===== src/rtl/shared_ram_slot_arbiter_pkg.sv =====
// ---------------------------------------------------------------------------
// shared_ram_slot_arbiter_pkg
//   Shared definitions for the work-RAM slot arbiter: default RAM geometry,
//   the pipeline tag that follows each RAM access from decision to output,
//   and a helper that maps a CPU index onto its tag.
// ---------------------------------------------------------------------------
package shared_ram_slot_arbiter_pkg;

  localparam int AW_DEF = 11;  // RAM address width
  localparam int DW_DEF = 8;   // RAM data width

  // Identifies the owner of an access as it travels down the pipeline.
  typedef enum logic [1:0] {
    TAG_NONE = 2'd0,
    TAG_VID  = 2'd1,
    TAG_CPU0 = 2'd2,
    TAG_CPU1 = 2'd3
  } tag_e;

  // CPU index (0/1) to pipeline tag.
  function automatic tag_e cpu_tag(input logic idx);
    return idx ? TAG_CPU1 : TAG_CPU0;
  endfunction

endpackage


===== src/rtl/shared_ram_slot_arbiter_rr_arb2.sv =====
// ---------------------------------------------------------------------------
// shared_ram_slot_arbiter_rr_arb2
//   Two-way round-robin picker (rr_arb2) for the two CPU requesters.
//   The preferred requester is the one the pointer names; if it is not
//   requesting, the other one is picked. When a grant is actually used
//   (i_advance high), the pointer moves to the requester that lost.
// Ports
//   i_clk      core clock
//   i_rst_n    asynchronous active-low reset (pointer returns to CPU0)
//   i_req      [1:0] eligible requesters (bit n = CPUn)
//   i_advance  grant is consumed this cycle; update the pointer
//   o_gnt      [1:0] one-hot grant (combinational)
// ---------------------------------------------------------------------------
module shared_ram_slot_arbiter_rr_arb2 (
  input  logic       i_clk,
  input  logic       i_rst_n,
  input  logic [1:0] i_req,
  input  logic       i_advance,
  output logic [1:0] o_gnt
);

  logic ptr_q;
  logic ptr_d;

  always_comb begin
    o_gnt = 2'b00;
    if (ptr_q == 1'b0) begin
      if (i_req[0])      o_gnt = 2'b01;
      else if (i_req[1]) o_gnt = 2'b10;
    end else begin
      if (i_req[1])      o_gnt = 2'b10;
      else if (i_req[0]) o_gnt = 2'b01;
    end
  end

  // After granting CPU0 the pointer names CPU1 and vice versa; idle or
  // video-owned cycles leave it untouched.
  always_comb begin
    ptr_d = ptr_q;
    if (i_advance && (o_gnt != 2'b00)) begin
      ptr_d = o_gnt[0];
    end
  end

  always_ff @(posedge i_clk or negedge i_rst_n) begin
    if (!i_rst_n) begin
      ptr_q <= 1'b0;
    end else begin
      ptr_q <= ptr_d;
    end
  end

endmodule


===== src/rtl/shared_ram_slot_arbiter.sv =====
// ---------------------------------------------------------------------------
// shared_ram_slot_arbiter
//   Shares one single-port synchronous work RAM between the video fetch port
//   and two CPUs. Video owns the RAM in its strobe cycle; the CPUs share the
//   remaining cycles round-robin. One access per clock, four stages:
//     D (C)   : pick winner, form command
//     M (C+1) : command on o_ram_*
//     R (C+2) : RAM read data arrives, captured per tag
//     O (C+3) : ack / valid pulse, read data presented
// Ports
//   i_clk, i_rst_n                    core clock, async active-low reset
//   i_vid_cen, i_vid_addr             video slot strobe and read address
//   o_vid_rdata, o_vid_valid          video read data and its 1-cycle strobe
//   i_cpuN_req/we/addr/wdata          CPU level request (held until ack)
//   o_cpuN_ack, o_cpuN_rdata          completion pulse; read data held
//   o_ram_en/we/addr/wdata            registered RAM command
//   i_ram_rdata                       RAM data, valid the cycle after en
// ---------------------------------------------------------------------------
module shared_ram_slot_arbiter
  import shared_ram_slot_arbiter_pkg::*;
#(
  parameter int AW = AW_DEF,
  parameter int DW = DW_DEF
) (
  input  logic          i_clk,
  input  logic          i_rst_n,
  input  logic          i_vid_cen,
  input  logic [AW-1:0] i_vid_addr,
  output logic [DW-1:0] o_vid_rdata,
  output logic          o_vid_valid,
  input  logic          i_cpu0_req,
  input  logic          i_cpu0_we,
  input  logic [AW-1:0] i_cpu0_addr,
  input  logic [DW-1:0] i_cpu0_wdata,
  output logic          o_cpu0_ack,
  output logic [DW-1:0] o_cpu0_rdata,
  input  logic          i_cpu1_req,
  input  logic          i_cpu1_we,
  input  logic [AW-1:0] i_cpu1_addr,
  input  logic [DW-1:0] i_cpu1_wdata,
  output logic          o_cpu1_ack,
  output logic [DW-1:0] o_cpu1_rdata,
  output logic          o_ram_en,
  output logic          o_ram_we,
  output logic [AW-1:0] o_ram_addr,
  output logic [DW-1:0] o_ram_wdata,
  input  logic [DW-1:0] i_ram_rdata
);

  // ---------------------------------------------------------------------
  // CPU inputs gathered into indexable form
  // ---------------------------------------------------------------------
  logic [1:0]    cpu_req;
  logic [1:0]    cpu_we;
  logic [AW-1:0] cpu_addr  [2];
  logic [DW-1:0] cpu_wdata [2];

  assign cpu_req      = {i_cpu1_req, i_cpu0_req};
  assign cpu_we       = {i_cpu1_we, i_cpu0_we};
  assign cpu_addr[0]  = i_cpu0_addr;
  assign cpu_addr[1]  = i_cpu1_addr;
  assign cpu_wdata[0] = i_cpu0_wdata;
  assign cpu_wdata[1] = i_cpu1_wdata;

  logic [1:0]    busy;        // CPUn has an access in flight
  logic [1:0]    cpu_ack;
  logic [DW-1:0] cpu_rdata [2];

  // ---------------------------------------------------------------------
  // Stage D: winner selection
  // ---------------------------------------------------------------------
  logic [1:0] eligible;
  logic [1:0] rr_gnt;

  // A CPU stays ineligible through its ack cycle, so a request still held
  // high when the ack appears is not mistaken for a fresh access.
  assign eligible = cpu_req & ~busy;

  // The pointer only moves when a CPU really takes the slot, i.e. when
  // video does not own this cycle.
  shared_ram_slot_arbiter_rr_arb2 u_rr_arb2 (
    .i_clk     (i_clk),
    .i_rst_n   (i_rst_n),
    .i_req     (eligible),
    .i_advance (~i_vid_cen),
    .o_gnt     (rr_gnt)
  );

  // Stage M registers and their next-state values
  logic          ram_en_q,    ram_en_d;
  logic          ram_we_q,    ram_we_d;
  logic [AW-1:0] ram_addr_q,  ram_addr_d;
  logic [DW-1:0] ram_wdata_q, ram_wdata_d;
  tag_e          m_tag_q,     m_tag_d;

  // Idle cycles keep the previous address/data on the RAM bus; only en and
  // we drop. Video reads also leave wdata alone.
  always_comb begin
    m_tag_d     = TAG_NONE;
    ram_we_d    = 1'b0;
    ram_addr_d  = ram_addr_q;
    ram_wdata_d = ram_wdata_q;
    if (i_vid_cen) begin
      m_tag_d    = TAG_VID;
      ram_addr_d = i_vid_addr;
    end else if (rr_gnt != 2'b00) begin
      m_tag_d     = cpu_tag(rr_gnt[1]);
      ram_we_d    = cpu_we[rr_gnt[1]];
      ram_addr_d  = cpu_addr[rr_gnt[1]];
      ram_wdata_d = cpu_wdata[rr_gnt[1]];
    end
    ram_en_d = (m_tag_d != TAG_NONE);
  end

  // ---------------------------------------------------------------------
  // Stages M, R and video output
  // ---------------------------------------------------------------------
  tag_e          r_tag_q;
  logic          r_we_q;
  logic          vid_valid_q;
  logic [DW-1:0] vid_rdata_q;

  always_ff @(posedge i_clk or negedge i_rst_n) begin
    if (!i_rst_n) begin
      ram_en_q    <= 1'b0;
      ram_we_q    <= 1'b0;
      ram_addr_q  <= '0;
      ram_wdata_q <= '0;
      m_tag_q     <= TAG_NONE;
      r_tag_q     <= TAG_NONE;
      r_we_q      <= 1'b0;
      vid_valid_q <= 1'b0;
      vid_rdata_q <= '0;
    end else begin
      ram_en_q    <= ram_en_d;
      ram_we_q    <= ram_we_d;
      ram_addr_q  <= ram_addr_d;
      ram_wdata_q <= ram_wdata_d;
      m_tag_q     <= m_tag_d;
      r_tag_q     <= m_tag_q;
      r_we_q      <= ram_we_q;
      // RAM data for the stage-R access is on i_ram_rdata now; it becomes
      // the stage-O output on the next cycle.
      vid_valid_q <= (r_tag_q == TAG_VID);
      if (r_tag_q == TAG_VID) begin
        vid_rdata_q <= i_ram_rdata;
      end
    end
  end

  // ---------------------------------------------------------------------
  // Per-CPU busy flag and output stage
  // ---------------------------------------------------------------------
  for (genvar gi = 0; gi < 2; gi++) begin : g_cpu
    localparam tag_e MY_TAG = (gi == 1) ? TAG_CPU1 : TAG_CPU0;

    logic          busy_q;
    logic          busy_d;
    logic          ack_q;
    logic [DW-1:0] rdata_q;

    // Set when granted; cleared at the end of the ack cycle so the CPU is
    // eligible again from the cycle after ack.
    always_comb begin
      busy_d = busy_q;
      if (m_tag_d == MY_TAG) begin
        busy_d = 1'b1;
      end else if (ack_q) begin
        busy_d = 1'b0;
      end
    end

    always_ff @(posedge i_clk or negedge i_rst_n) begin
      if (!i_rst_n) begin
        busy_q  <= 1'b0;
        ack_q   <= 1'b0;
        rdata_q <= '0;
      end else begin
        busy_q <= busy_d;
        ack_q  <= (r_tag_q == MY_TAG);
        if ((r_tag_q == MY_TAG) && !r_we_q) begin
          rdata_q <= i_ram_rdata;
        end
      end
    end

    assign busy[gi]      = busy_q;
    assign cpu_ack[gi]   = ack_q;
    assign cpu_rdata[gi] = rdata_q;
  end

  // ---------------------------------------------------------------------
  // Outputs
  // ---------------------------------------------------------------------
  assign o_ram_en     = ram_en_q;
  assign o_ram_we     = ram_we_q;
  assign o_ram_addr   = ram_addr_q;
  assign o_ram_wdata  = ram_wdata_q;
  assign o_vid_valid  = vid_valid_q;
  assign o_vid_rdata  = vid_rdata_q;
  assign o_cpu0_ack   = cpu_ack[0];
  assign o_cpu0_rdata = cpu_rdata[0];
  assign o_cpu1_ack   = cpu_ack[1];
  assign o_cpu1_rdata = cpu_rdata[1];

endmodule


===== config.mk =====
export PLATFORM = sky130hd
export DESIGN_NAME = shared_ram_slot_arbiter
export DESIGN_NICKNAME = d
export VERILOG_FILES = /design/src/rtl/shared_ram_slot_arbiter_pkg.sv /design/src/rtl/shared_ram_slot_arbiter_rr_arb2.sv /design/src/rtl/shared_ram_slot_arbiter.sv
export SDC_FILE = /design/constraint.sdc
export NUM_CORES = 1
export LEC_CHECK = 0
export ABC_AREA = 1
export ABC_CLOCK_PERIOD_IN_PS = 1430
export CAP_MARGIN = 10
export CORE_MARGIN = 4
export CORE_UTILIZATION = 38
export CTS_BUF_LIST = sky130_fd_sc_hd__clkbuf_4
export CTS_CLUSTER_SIZE = 25
export DETAILED_ROUTE_END_ITERATION = 8
export PLACE_DENSITY = 0.78
export SLEW_MARGIN = 10
export SYNTH_ARGS = -nofsm -noshare
export SYNTH_HDL_FRONTEND = slang
export SYNTH_HIERARCHICAL = 1
export SYNTH_SLANG_ARGS = --single-unit

===== constraint.sdc =====
create_clock -name i_clk -period 1.43 [get_ports i_clk]
set_input_delay 0.286 -clock i_clk [delete_from_list [all_inputs] [get_ports i_clk]]
set_output_delay 0.286 -clock i_clk [all_outputs]
set_load 0.01 [all_outputs]

* Word-level counts from Yosys, hierarchy flattened
Index checks and enable logic that the tools add are counted.
Cells by class: equal/unequal tests 5, $lt $le $gt $ge 2, bitwise operators 4, mux-type cells 24, reduce and logical (&&, ||, !) cells 10
Operators by type and width (count):
- 11-bit two-way mux | 5
- 8-bit two-way mux | 3
- 2-bit two-way mux | 6
- 1-bit two-way mux | 10
- 2-bit nonzero test | 5
- 2-bit == test (second input constant) | 4
- 1-bit logical AND | 3
- 2-bit AND | 1
- 2-bit by 1-bit == test with 1-bit output (second input constant) | 1
- 2-bit greater-or-equal comparator (second input constant) | 1
- 1-bit by 2-bit < comparator with 1-bit output (second input constant) | 1
- 1-bit inverter with 2-bit output | 1
- 2-bit inverter | 1
- 2-bit AND reduction | 1
- 1-bit logical NOT | 1
- 1-bit inverter | 1
Storage, ports and cells: output and inout bits 48, register bits 56, input port bits 64

* Depth between registers and ports, before layout
word-level depth 11, depth in mapped cells 10, gate-level depth less buffers 9

* By module
Netlist, hierarchy kept.
By module, submodules not included:
- shared_ram_slot_arbiter | instances 1, sequential area each 1376.3 um2, area an instance 2336.0 um2, cells each 271
- shared_ram_slot_arbiter_rr_arb2 | instances 1, sequential area each 25.0 um2, area an instance 60.1 um2, cells each 8

* Worst setup path before layout
OpenSTA, ideal clock, no wires.
path kind flip-flop to flip-flop, start register g_cpu[0].busy_q, end register ram_wdata_q[0], in the netlist o_ram_wdata[0], path slack -0.156 ns, library setup time 0.121 ns, data required time 1.309 ns, arrival 1.465 ns, stages on the path, launching flop included 7, path through dfrtp_1 -> nor2_1 -> a21boi_0 -> nor2_1 -> nor2_4 -> buf_4 -> a21oi_1
Between the ends: elaborated cells between the ends (all ways) 12
RTL lines:
- start: declaration | RTL line shared_ram_slot_arbiter.sv:157 | logic busy_q;
- start signal: assignment | RTL line shared_ram_slot_arbiter.sv:179 | busy_q <= busy_d;
- 2-bit inverter * | RTL line shared_ram_slot_arbiter.sv:77 | assign eligible = cpu_req & ~busy;
- 2-bit AND * | RTL line shared_ram_slot_arbiter.sv:77
- net eligible[0] | RTL line shared_ram_slot_arbiter.sv:72 | logic [1:0] eligible;
- 1-bit two-way mux | RTL line shared_ram_slot_arbiter_rr_arb2.sv:32 | else if (i_req[0]) o_gnt = 2'b01;
- 2-bit two-way mux | RTL line shared_ram_slot_arbiter_rr_arb2.sv:31 | if (i_req[1]) o_gnt = 2'b10;
- 2-bit two-way mux * | RTL line shared_ram_slot_arbiter_rr_arb2.sv:27 | if (ptr_q == 1'b0) begin
- net rr_gnt[0] | RTL line shared_ram_slot_arbiter.sv:73 | logic [1:0] rr_gnt;
- 2-bit nonzero test * | RTL line shared_ram_slot_arbiter.sv:106 | end else if (rr_gnt != 2'b00) begin
- 2-bit AND reduction (no line) *
- end signal: assignment | RTL line shared_ram_slot_arbiter.sv:138 | ram_wdata_q <= ram_wdata_d;
- end: declaration | RTL line shared_ram_slot_arbiter.sv:93 | logic [DW-1:0] ram_wdata_q, ram_wdata_d;
The timed path passes the listed nets; every way through them passes the cells marked *. The select of a mux whose other input is x is not followed. A chain may end at the register's enable or synchronous reset.

* Worst setup path after layout
start register g_cpu[1].busy_q, end register ram_addr_q[2], in the netlist o_ram_addr[2]
Between the ends: word-level cells in the longest chain between the ends 11, elaborated cells between the ends (all ways) 14
Ends and longest elaborated chain:
- start: declaration | RTL line shared_ram_slot_arbiter.sv:157
- start signal: assignment | RTL line shared_ram_slot_arbiter.sv:179
- 2-bit inverter * | RTL line shared_ram_slot_arbiter.sv:77
- 2-bit AND * | RTL line shared_ram_slot_arbiter.sv:77
- net eligible[1] | RTL line shared_ram_slot_arbiter.sv:72
- 2-bit two-way mux | RTL line shared_ram_slot_arbiter_rr_arb2.sv:29 | else if (i_req[1]) o_gnt = 2'b10;
- 2-bit two-way mux | RTL line shared_ram_slot_arbiter_rr_arb2.sv:28 | if (i_req[0]) o_gnt = 2'b01;
- 2-bit two-way mux * | RTL line shared_ram_slot_arbiter_rr_arb2.sv:27
- net rr_gnt[1] | RTL line shared_ram_slot_arbiter.sv:73
- 1-bit inverter with 2-bit output (not written as such) | RTL line shared_ram_slot_arbiter.sv:109 | ram_addr_d = cpu_addr[rr_gnt[1]];
- 11-bit two-way mux (not written as such) (3 in a row) | RTL line shared_ram_slot_arbiter.sv:109
- 11-bit two-way mux | RTL line shared_ram_slot_arbiter.sv:106
- 11-bit two-way mux | RTL line shared_ram_slot_arbiter.sv:103 | if (i_vid_cen) begin
- end signal: assignment | RTL line shared_ram_slot_arbiter.sv:137 | ram_addr_q <= ram_addr_d;
- end: declaration | RTL line shared_ram_slot_arbiter.sv:92 | logic [AW-1:0] ram_addr_q, ram_addr_d;
Marks and branches as above.

==> flow_summary.html <==
<table>
<tr><th>Metric</th><th>Value</th></tr>
<tr><th colspan="2">Detailed routing</th></tr>
<tr><td>Detailed router's first-iteration violation count</td><td>107</td></tr>
<tr><td>Vias post-DR</td><td>2,268</td></tr>
<tr><td>Highest metal used</td><td>met4</td></tr>
<tr><td>DR vias/cell</td><td>4.72</td></tr>
<tr><td>Wire length on met1</td><td>2710 µm</td></tr>
<tr><td>Detailed-route wire length</td><td>approximately 6400 µm</td></tr>
<tr><td>Routed length on met2</td><td>3040 µm</td></tr>
<tr><td>First-pass iteration count of the detailed router</td><td>4</td></tr>
<tr><td>Per-cell routed wire length</td><td>13.3 µm</td></tr>
<tr><td>Sum of met3 wire segment lengths after detailed routing</td><td>between 500 and 600 µm</td></tr>
<tr><td>Drc violations</td><td>0</td></tr>
<tr><td>Final antenna-violating net count</td><td>0</td></tr>
<tr><th colspan="2">Synth</th></tr>
<tr><td>Average size of a mapped cell</td><td>8.59 µm²</td></tr>
<tr><td>Number of enable-type register cells in the synthesized netlist</td><td>0</td></tr>
<tr><td>Synthesized-area fraction occupied by xor and xnor cells</td><td>0</td></tr>
<tr><td>Warning count from the yosys run</td><td>6</td></tr>
<tr><td>Post-synth ARST share</td><td>1.00</td></tr>
<tr><td>Leading register cell type out of synthesis</td><td>sky130_fd_sc_hd__dfrtp_1</td></tr>
<tr><td>Post-synthesis adder-cell area fraction</td><td>0</td></tr>
<tr><td>Number of different library cells in the post-synthesis netlist</td><td>17</td></tr>
<tr><td>Seq cells post-synth</td><td>56</td></tr>
<tr><td>Cell taking the most area after synthesis</td><td>sky130_fd_sc_hd__dfrtp_1</td></tr>
<tr><td>Most common cell in the synthesized netlist</td><td>sky130_fd_sc_hd__nand2_1</td></tr>
<tr><td>Simple-gate share of the synthesized area</td><td>0.232</td></tr>
<tr><td>Mapped Area</td><td>roughly 2400 µm²</td></tr>
<tr><td>Top post-synthesis cells by count</td><td>98 x sky130_fd_sc_hd__nand2_1, 56 x sky130_fd_sc_hd__dfrtp_1, 27 x sky130_fd_sc_hd__inv_1, 27 x sky130_fd_sc_hd__o21ai_0, 23 x sky130_fd_sc_hd__nand3_1</td></tr>
<tr><td>Synthesized-area fraction occupied by ao, oa, aoi and oai cells</td><td>0.104</td></tr>
<tr><td>Main combinational cell family by area after synthesis</td><td>simple AND/OR/NAND/NOR gates</td></tr>
<tr><td>Post-synthesis mux area share</td><td>0</td></tr>
<tr><td>Synthesized Nets</td><td>343</td></tr>
<tr><td>Area share of the largest cell type after synthesis</td><td>0.585</td></tr>
<tr><td>Instance count of the mapped netlist</td><td>279</td></tr>
<tr><td>Main area contributors after synthesis</td><td>sky130_fd_sc_hd__dfrtp_1 58%, sky130_fd_sc_hd__nand2_1 15%, sky130_fd_sc_hd__o21ai_0 5.6%</td></tr>
<tr><td>Register area share after synthesis</td><td>0.585</td></tr>
<tr><th colspan="2">Global route</th></tr>
<tr><td>Largest net degree at the start of global routing</td><td>26</td></tr>
<tr><td>Global-route wire length before repair</td><td>10,500 µm</td></tr>
<tr><td>Number of antenna violations at the first check in global routing</td><td>0</td></tr>
<tr><td>Number of global-route vias before repair</td><td>2,349</td></tr>
<tr><td>Total Routing Usage GR</td><td>0.172</td></tr>
<tr><td>Final global-route overflow total</td><td>0</td></tr>
<tr><th colspan="2">Critical path</th></tr>
<tr><td>Crit path max-delay cell type</td><td>sky130_fd_sc_hd__dfrtp_1</td></tr>
<tr><td>Cell Chain, Critical Path</td><td>nor2_2 -&gt; a21boi_4 -&gt; nor2_2 -&gt; buf_4 -&gt; nand2_1 -&gt; nand3_1 -&gt; nand2_1 -&gt; nand2_1</td></tr>
<tr><td>Data required, critical path</td><td>1710 ps</td></tr>
<tr><td>Type of element capturing the critical path</td><td>flop</td></tr>
<tr><td>Critical path startpoint category</td><td>flop</td></tr>
<tr><td>Most numerous cell on the critical path</td><td>sky130_fd_sc_hd__nand2_1</td></tr>
<tr><td>Classification of the worst setup path</td><td>flop to flop</td></tr>
<tr><td>Critical path arrival</td><td>1680 ps</td></tr>
<tr><td>Worst-path fanout max</td><td>9</td></tr>
<tr><td>Peak per-stage delay on the critical path</td><td>420 ps</td></tr>
<tr><th colspan="2">Flow run</th></tr>
<tr><td>Count of maximum capacitance violations</td><td>0</td></tr>
<tr><th colspan="2">Run status</th></tr>
<tr><td>Result of the run</td><td>completed</td></tr>
<tr><th colspan="2">Floorplan</th></tr>
<tr><td>Die outline area</td><td>7640 µm²</td></tr>
<tr><td>Floorplan core area</td><td>6030 µm²</td></tr>
<tr><td>Initial core utilization</td><td>0.398</td></tr>
<tr><td>Number of cell rows</td><td>28</td></tr>
<tr><td>Die Ht</td><td>87.4 µm</td></tr>
<tr><td>Ports placed on the boundary</td><td>between 100 and 150</td></tr>
<tr><td>Floorplan die width</td><td>about 87 µm</td></tr>
<tr><th colspan="2">Cells and area</th></tr>
<tr><td>Ant diodes</td><td>0</td></tr>
<tr><td>Signed area change from the synthesized netlist to the final layout</td><td>56.2%</td></tr>
<tr><td>Number of standard cells in the layout, taps in and fillers out</td><td>roughly 480</td></tr>
<tr><td>Net count reported at finish</td><td>469</td></tr>
<tr><td>Cell area after layout</td><td>around 3700 µm²</td></tr>
<tr><td>Layout cells sized above 1</td><td>0.0961</td></tr>
<tr><th colspan="2">Placement</th></tr>
<tr><td>DP Area</td><td>about 3700 µm²</td></tr>
<tr><td>Worst slack at placement</td><td>-430 ps</td></tr>
<tr><td>Number of port buffers</td><td>111</td></tr>
<tr><td>Placer congestion estimate</td><td>0.803</td></tr>
<tr><td>Estimated wirelength of the detail-placed design</td><td>4980 µm</td></tr>
<tr><td>Total placed cells including tap cells</td><td>approximately 470</td></tr>
<tr><th colspan="2">Clock network</th></tr>
<tr><td>Max Buffers Root-to-Sink</td><td>2</td></tr>
<tr><td>Clock Pin Slew Worst Setup and Hold Paths</td><td>160 ps</td></tr>
<tr><td>Root buffer cell</td><td>sky130_fd_sc_hd__clkbuf_4</td></tr>
<tr><td>CTS tree</td><td>done</td></tr>
<tr><td>Number of H-tree levels</td><td>2</td></tr>
<tr><td>TritonCTS Buffers</td><td>5</td></tr>
<tr><td>Clock net sink count</td><td>56</td></tr>
<tr><td>Worst skew pair latency</td><td>370 ps</td></tr>
<tr><th colspan="2">Timing</th></tr>
<tr><td>Relative slew slack</td><td>0.688</td></tr>
<tr><td>Setup slack after layout</td><td>approximately 35 ps</td></tr>
<tr><td>RSZ-0062 raised after global routing</td><td>true</td></tr>
<tr><td>Fmax</td><td>0.717 GHz</td></tr>
<tr><td>Final critical-path required period</td><td>roughly 1400 ps</td></tr>
<tr><td>Fin Clk Skew</td><td>15.4 ps</td></tr>
<tr><td>Hold violation total from the final report</td><td>0</td></tr>
<tr><td>Final worst-path cycle share</td><td>0.976</td></tr>
<tr><td>Final setup fails</td><td>0</td></tr>
<tr><td>Slew at the pin with the worst max-slew slack</td><td>468 ps</td></tr>
<tr><td>Number of max-slew violations in the final report</td><td>0</td></tr>
<tr><th colspan="2">Pwr</th></tr>
<tr><td>Highest ir drop seen on vdd</td><td>0.000808 V</td></tr>
<tr><td>Reported leakage power</td><td>~1.9 nW</td></tr>
<tr><td>PnR Total Power</td><td>5.80 mW</td></tr>
<tr><td>Pwr per Cell Area</td><td>1550 nW/µm²</td></tr>
<tr><th colspan="2">Min path</th></tr>
<tr><td>HP Class</td><td>flop to flop</td></tr>
</table>
through the flow:
stage / TNS (ps) / util / hold WS, ps
6_report: 0 / 0.621 / 370
5_1_grt: -634 / 0.621 / 387
4_1_cts: 0 / 0.619 / 370
3_5_place_dp: -9050 / 0.612 / 249
3_3_place_gp: -7790 / 0.612 / 240
2_1_floorplan: 0 / - / -9.59
layout by cell type (no fill, tap or decap), drive strengths merged:
cell / n
a21oi: 8
o21ai: 27
dlygate4sd3: 1
o21a: 8
dfrtp: 56
nor2: 15
clkdlybuf4s15: 1
clkinv: 2
dlygate4sd2: 47
inv: 31
clkdlybuf4s50: 62
a21boi: 2
nand3: 23
nand2: 98
buf: 20
clkbuf: 5
flip-flops by register name (all words and copies together), names as in the netlist, 2 cells and up:
| signal | cells |
|---|---|
| o_cpu0_rdata | 8 |
| o_cpu1_rdata | 8 |
| r_tag_q | 2 |
| m_tag_q | 2 |
| o_ram_wdata | 8 |
| g_cpu.busy_q | 2 |
| o_vid_rdata | 8 |
| o_ram_addr | 11 |
power breakdown:
group | internal [mW] | leakage, nW | switching (mW)
logic | 1.26 | 1.17 | 1.32
clock network | 0.200 | 0.0356 | 0.494
registers | 2.21 | 0.677 | 0.326
final cells by class:
| class | instances | area (µm²) |
|---|---|---|
| multi-input combinational | 181 | 835 |
| clock inverter | 3 | 22.5 |
| timing repair buffer | 131 | 1240 |
| sequential | 56 | 1400 |
| clock buffer | 5 | 37.5 |
| fill | 558 | 2280 |
| tap | 75 | 93.8 |
| inverter | 30 | 113 |
timing repair:
action | in CTS | in global routing
setup endpoints to repair | 64 | 22
hold endpoints to repair | 15 | 0
hold buffers | 1 | 0
setup buffers | 2 | 1
gates resized for setup | 53 | 2
critical path, delay by kind of cell, from the launching register on:
family,cells,cell delay (ps)
buf+inv,1,170
flops,1,420
simple gates,6,480
compound gates,1,250
per-layer routing:
metal,up-vias,track usage
li1,1126,-
met2,90,0.299
met5,-,0
met3,10,0.0416
met4,0,0.0488
met1,1042,0.213
worst paths after layout:
| kind | startpoint | to | slack, ps | depth (start not counted) |
|---|---|---|---|---|
| setup / recovery | g_cpu[1].busy_q | o_ram_addr[2] | 40 | 8 |
| max in group asynchronous | i_rst_n | o_cpu0_rdata[3] | 580 | 3 |
| hold reg to reg | m_tag_q[1] | r_tag_q[1] | 370 | 0 |
| hold / removal | m_tag_q[1] | r_tag_q[1] | 370 | 0 |
| setup reg to reg | g_cpu[1].busy_q | o_ram_addr[2] | 40 | 8 |
| min in group asynchronous | i_rst_n | r_tag_q[1] | 400 | 2 |
cell families (layout without fill, tap and decap cells):
group,after synthesis,in the layout
compound gates,45,45
buf+inv,42,169
simple gates,136,136
flops,56,56
Power figures use the tool's default switching activity.
